File: config.mk
export PLATFORM = sky130hd
export DESIGN_NAME = bin2bcd_conv
export DESIGN_NICKNAME = d
export VERILOG_FILES = /design/src/rtl/bin2bcd_pkg.sv /design/src/rtl/bcd_add3.sv /design/src/rtl/bin2bcd_conv.sv
export SDC_FILE = /design/constraint.sdc
export NUM_CORES = 1
export LEC_CHECK = 0
export ABC_AREA = 0
export ABC_CLOCK_PERIOD_IN_PS = 2220
export BUFFER_PORTS_ARGS = -buffer_cell sky130_fd_sc_hd__buf_4
export CORE_MARGIN = 8
export CORE_UTILIZATION = 50
export DETAILED_ROUTE_END_ITERATION = 16
export GPL_TIMING_DRIVEN = 0
export PLACE_DENSITY = 0.71
export SYNTH_ARGS = -nofsm -noshare
export SYNTH_HDL_FRONTEND = slang
export SYNTH_SLANG_ARGS = --single-unit
File: constraint.sdc
create_clock -name clk -period 2.22 [get_ports clk]
set_input_delay 0 -clock clk [delete_from_list [all_inputs] [get_ports clk]]
set_output_delay 0 -clock clk [all_outputs]
set_load 0.01 [all_outputs]
File: src/rtl/bin2bcd_pkg.sv
// rtl/bin2bcd_pkg.sv - shared types and constants for the binary-to-BCD converter
// Contents:
//   state_t        FSM states IDLE / SHIFT / DONE
//   DIGITS         number of displayed BCD digits (A..D)
//   BCD_W          bits per BCD digit
//   SCRATCH_DIGITS digits held by the double-dabble scratch register
//   cnt_width()    iteration counter width for a given binary width
package bin2bcd_pkg;

    typedef enum logic [1:0] {
        IDLE  = 2'd0,
        SHIFT = 2'd1,
        DONE  = 2'd2
    } state_t;

    localparam int DIGITS         = 4;
    localparam int BCD_W          = 4;
    localparam int SCRATCH_DIGITS = 5;
    localparam int SCRATCH_W      = SCRATCH_DIGITS * BCD_W;

    // Counter must hold the value bin_w itself, hence +1.
    function automatic int cnt_width(input int bin_w);
        return $clog2(bin_w + 1);
    endfunction

endpackage

File: src/rtl/bcd_add3.sv
// rtl/bcd_add3.sv - combinational double-dabble digit adjust (add 3 when >= 5)
// Ports:
//   digit    in  [3:0]  BCD scratch digit before the shift
//   adjusted out [3:0]  digit + 3 when digit >= 5, otherwise digit unchanged
module bcd_add3
    import bin2bcd_pkg::*;
(
    input  logic [BCD_W-1:0] digit,
    output logic [BCD_W-1:0] adjusted
);

    always_comb begin
        adjusted = digit;
        if (digit >= BCD_W'(5)) begin
            adjusted = digit + BCD_W'(3);
        end
    end

endmodule

File: src/rtl/bin2bcd_conv.sv
// rtl/bin2bcd_conv.sv - sequential shift-and-add-3 binary to 4-digit BCD converter
// Parameters:
//   BIN_W  width of the binary input (4..16)
// Ports:
//   clk    in       rising-edge clock
//   rst    in       asynchronous active-high reset
//   start  in       request a conversion of bin (ignored while busy)
//   bin    in  [BIN_W-1:0] unsigned value to convert, captured on start
//   busy   out      conversion in progress, including the DONE cycle
//   done   out      one-cycle pulse when A..D/ovf carry a new result
//   A..D   out [3:0] thousands, hundreds, tens, units digits (registered)
//   ovf    out      last converted value exceeded 9999
// Build option:
//   BIN2BCD_OVF_SAT_EN  defined: results > 9999 saturate to 9999 with ovf=1;
//                       undefined: results wrap to value mod 10000, ovf=0.
module bin2bcd_conv
    import bin2bcd_pkg::*;
#(
    parameter int BIN_W = 14
) (
    input  logic             clk,
    input  logic             rst,
    input  logic             start,
    input  logic [BIN_W-1:0] bin,
    output logic             busy,
    output logic             done,
    output logic [3:0]       A,
    output logic [3:0]       B,
    output logic [3:0]       C,
    output logic [3:0]       D,
    output logic             ovf
);

    localparam int CNT_W = cnt_width(BIN_W);

    state_t                 state;
    logic [SCRATCH_W-1:0]   scratch;
    logic [SCRATCH_W-1:0]   adj;
    logic [BIN_W-1:0]       shreg;
    logic [CNT_W-1:0]       cnt;

    // Per-digit add-3 adjust of the scratch register ahead of each shift.
    for (genvar g = 0; g < SCRATCH_DIGITS; g++) begin : g_adj
        bcd_add3 u_add3 (
            .digit    (scratch[g*BCD_W +: BCD_W]),
            .adjusted (adj[g*BCD_W +: BCD_W])
        );
    end

`ifdef BIN2BCD_OVF_SAT_EN
    // Any non-zero ten-thousands digit means the value is above 9999.
    logic over_range;
    assign over_range = (scratch[SCRATCH_W-1 -: BCD_W] != '0);
`else
    assign ovf = 1'b0;
`endif

    always_ff @(posedge clk or posedge rst) begin
        if (rst) begin
            state   <= IDLE;
            scratch <= '0;
            shreg   <= '0;
            cnt     <= '0;
            busy    <= 1'b0;
            done    <= 1'b0;
            A       <= '0;
            B       <= '0;
            C       <= '0;
            D       <= '0;
`ifdef BIN2BCD_OVF_SAT_EN
            ovf     <= 1'b0;
`endif
        end else begin
            done <= 1'b0;
            case (state)
                IDLE: begin
                    if (start) begin
                        shreg   <= bin;
                        scratch <= '0;
                        cnt     <= CNT_W'(BIN_W);
                        busy    <= 1'b1;
                        state   <= SHIFT;
                    end
                end

                SHIFT: begin
                    // {scratch, shreg} shifts left one bit per cycle, MSB first.
                    // The bit leaving the top of the scratch is always 0 for
                    // BIN_W <= 16, so it is recirculated into the binary LSB.
                    scratch <= {adj[SCRATCH_W-2:0], shreg[BIN_W-1]};
                    shreg   <= {shreg[BIN_W-2:0], adj[SCRATCH_W-1]};
                    cnt     <= cnt - CNT_W'(1);
                    if (cnt == CNT_W'(1)) begin
                        state <= DONE;
                    end
                end

                DONE: begin
                    state <= IDLE;
                    busy  <= 1'b0;
                    done  <= 1'b1;
`ifdef BIN2BCD_OVF_SAT_EN
                    if (over_range) begin
                        A   <= 4'd9;
                        B   <= 4'd9;
                        C   <= 4'd9;
                        D   <= 4'd9;
                        ovf <= 1'b1;
                    end else begin
                        A   <= scratch[3*BCD_W +: BCD_W];
                        B   <= scratch[2*BCD_W +: BCD_W];
                        C   <= scratch[1*BCD_W +: BCD_W];
                        D   <= scratch[0*BCD_W +: BCD_W];
                        ovf <= 1'b0;
                    end
`else
                    // Low four digits only: the value modulo 10000.
                    A <= scratch[3*BCD_W +: BCD_W];
                    B <= scratch[2*BCD_W +: BCD_W];
                    C <= scratch[1*BCD_W +: BCD_W];
                    D <= scratch[0*BCD_W +: BCD_W];
`endif
                end

                default: begin
                    state <= IDLE;
                    busy  <= 1'b0;
                end
            endcase
        end
    end

endmodule
==> results.cfg <==
[cts]
cts_tree = done
htree_levels = 3
clk_path_buf_depth = 2
clkTransAtPathRegs_ps = 70
clk_latency_ps = 330
cts_buffers = 9
cts_sinks = 58
root_buffer = clkbuf_8

[global_route]
use_met1_pct = 18.9
grt_usage_pct = 15.7
grt_max_degree = 32
grt.busiest_layer = met2
use_met3_pct = 3.16
antenna_found_initial = 0
use_met2_pct = 26.0
grt_pass1_wl_um = 10400
grt-ovfl-total = 0
grt_pass1_vias = 2144

[placed_design]
dp_cells = 366
placed_area_um2 = 3150
dp_hpwl_um = 4190
preCtsSetupSlack_ps = 693
gp_routability_congestion = 0.801
portBuffers = 34

[status]
status = finished clean

[cells_and_area]
fin_area_um2 = 3500
fin_cells = 396
fill_cells = 444
area_growth_pct = 25.5
diodes = 0
post-route-util_pct = 64.3
layout.nets = 348
final_layout_size_suffix_gt1_share_pct = 26.9

[worst_setup_path]
path_delay_family = compound AO/OA/AOI/OAI gates
worst-path-stages = 6
crit_type = reg -> reg
crit_buf_inv = 1
worstRegToRegCells = 6
arrival_ps = 1760
max_stage_delay_ps = 410
crit_path_cell_trace = inv_1, ha_1, nand2b_1, a21oi_1, xnor2_1, o22ai_1
start_kind = flop
required_ps = 2420
cpMaxStageDelayCell = dfrtp_1
crit_fanout = 4
end_kind = flop

[yosys]
ys_warn_count = 0
syn-num-nets = 288
syn_inst = 259
syn_area_per_cell_um2 = 10.8
synth-edff-count = 0
synth_common_cells = 58 x dfrtp_1, 31 x nand2_1, 18 x nor2_1
syn_area_um2 = 2790
synth_area_leaders = dfrtp_1 52%, mux2_2 6.5%, ha_1 5.4%, nand2_1 4.2%, buf_6 3.2%
synth.top_cell.area_share_pct = 52.1
synthArstFlopShare_pct = 100
synth_ff_type = dfrtp_1
yosysMostFrequentCell = dfrtp_1
ys_types = 33
ys_seq_area_share_pct = 52.1
yosysTopAreaCell = dfrtp_1
ys_ff_latch = 58

[floorplanning]
rows = 27
die_h_um = 90.7
die_width_um = 90.7
start_util_pct = 51.2
die_area_um2 = 8220
core_area_um2 = 5440
num_io_pins = 36

[timing]
fin_worst_skew_ps = 8.45
slew_headroom_pct = 60.0
setup-tns-final_ps = 0
slew_violations = 0
setup_violations = 0
holdWs_ps = 81.7
final.setup.worst_slack_ps = 664
layout_min_cycle_time_ps = 1560
rsz0062_at_grt = false
hold_violations = 0
final.period_utilization_pct = 70.1
tightest_slew_ps = 599
timing.fmax_mhz = 643

[power]
swShare_pct = 37.9
pwr-share-seq_pct = 36.9
leakage_nw = 1.67
switching_power_mw = 1.91
irDropWorstVdd_mv = 0.725
pwr-share-comb_pct = 43.2
clockPowerShare_pct = 19.9
p_int_mw = 3.13
finalPower_mw = 5.03
powerDensity_nw_per_um2 = 1440

[detailed_routing]
firstDrtPassIters = 4
via_per_inst = 5.37
route.antenna.remaining_nets = 0
routed_wl_um = 6140
drt_drc_violations_left = 0
dr.first_iter.drc_count = 168
avgRoutedWirePerCell_um = 15.5
vias = 2128

[hold_path]
holdPathStages = 4
hold_path_class = in -> reg

[flow_run]
maxCapViolations = 0
-- cell usage in the layout, fill, tap and decap left out, types with 2 or more instances in the layout --
| cell | n |
|---|---|
| ha_1 | 12 |
| o22ai_1 | 7 |
| a32o_1 | 5 |
| nor2_1 | 18 |
| o31ai_1 | 5 |
| clkbuf_8 | 11 |
| a31oi_1 | 12 |
| buf_6 | 8 |
| buf_4 | 37 |
| nor3b_1 | 2 |
| dlygate4sd3_1 | 14 |
| o21ai_0 | 11 |
| o32ai_1 | 2 |
| nand3b_1 | 2 |
| nand2_1 | 31 |
| o311ai_1 | 5 |
| a21oi_1 | 12 |
| nor2b_1 | 3 |
| buf_2 | 6 |
| nand3_1 | 5 |
| clkinv_2 | 3 |
| xor2_1 | 3 |
| dfrtp_1 | 58 |
| nand2b_1 | 5 |
| xnor2_1 | 5 |
| mux2_2 | 16 |
| a22oi_1 | 2 |
| inv_1 | 12 |
-- power groups by stage --
stage | Clock (mW) | Combinational, mW | Sequential, mW
final | 1.00 | 2.18 | 1.86
after global routing | 1.05 | 2.44 | 1.91
after global placement | 0 | 2.08 | 1.87
after detailed placement | 0 | 2.16 | 1.87
after CTS | 1.01 | 2.20 | 1.86
after floorplan | 0 | 1.56 | 1.83
-- final cells by class --
| cell class | count | area (um^2) | area share [%] |
|---|---|---|---|
| tap | 72 | 90.1 | 2.58 |
| clock inverter | 5 | 52.6 | 1.50 |
| sequential | 58 | 1450 | 41.5 |
| multi-input combinational | 171 | 1140 | 32.7 |
| timing repair buffer | 49 | 415 | 11.9 |
| buffer | 17 | 143 | 4.08 |
| inverter | 13 | 48.8 | 1.40 |
| clock buffer | 11 | 151 | 4.33 |
-- metal layers --
metal,routed length (um),vias to the layer above
met5,0,-
met4,85,0
met3,269,8
met2,3160,47
met1,2620,1053
li1,-,1020
-- final timing paths --
path,slack (ps),end,from
min reg2reg,480,scratch[0],shreg[13]
min,80,shreg[3],bin[3]
max reg2reg,660,scratch[9],scratch[8]
max in group asynchronous,1350,shreg[12],rst
max,660,scratch[9],scratch[8]
min in group asynchronous,300,done,rst
-- cell families (layout without fill, tap and decap cells) --
group | Yosys count | count (layout) | synth area share (%)
fa+ha+maj | 12 | 12 | 5.39
compound gates | 61 | 61 | 14.3
buf+inv | 30 | 95 | 6.87
other cells | 1 | 1 | 0.135
simple gates | 73 | 73 | 12.3
xor+xnor | 8 | 8 | 2.51
flops | 58 | 58 | 52.1
mux | 16 | 16 | 6.47
-- worst min-delay path, cell delays in order --
cell and delay [ps]:
buf_4 70, and3b_1 140, a21oi_1 40, o21ai_0 120
-- state kept, by name (all words and copies together) (netlist names) --
| register | flops |
|---|---|
| A | 4 |
| done | 1 |
| B | 4 |
| D | 4 |
| shreg | 14 |
| state | 2 |
| cnt | 4 |
| scratch | 20 |
| C | 4 |
| busy | 1 |
-- repair_timing --
item	in CTS	in global routing
buffers inserted	0	0
endpoints found under the hold margin	40	0
gates resized for setup	0	0
hold buffers	14	0
No activity file was read; power rests on OpenSTA's default activity.
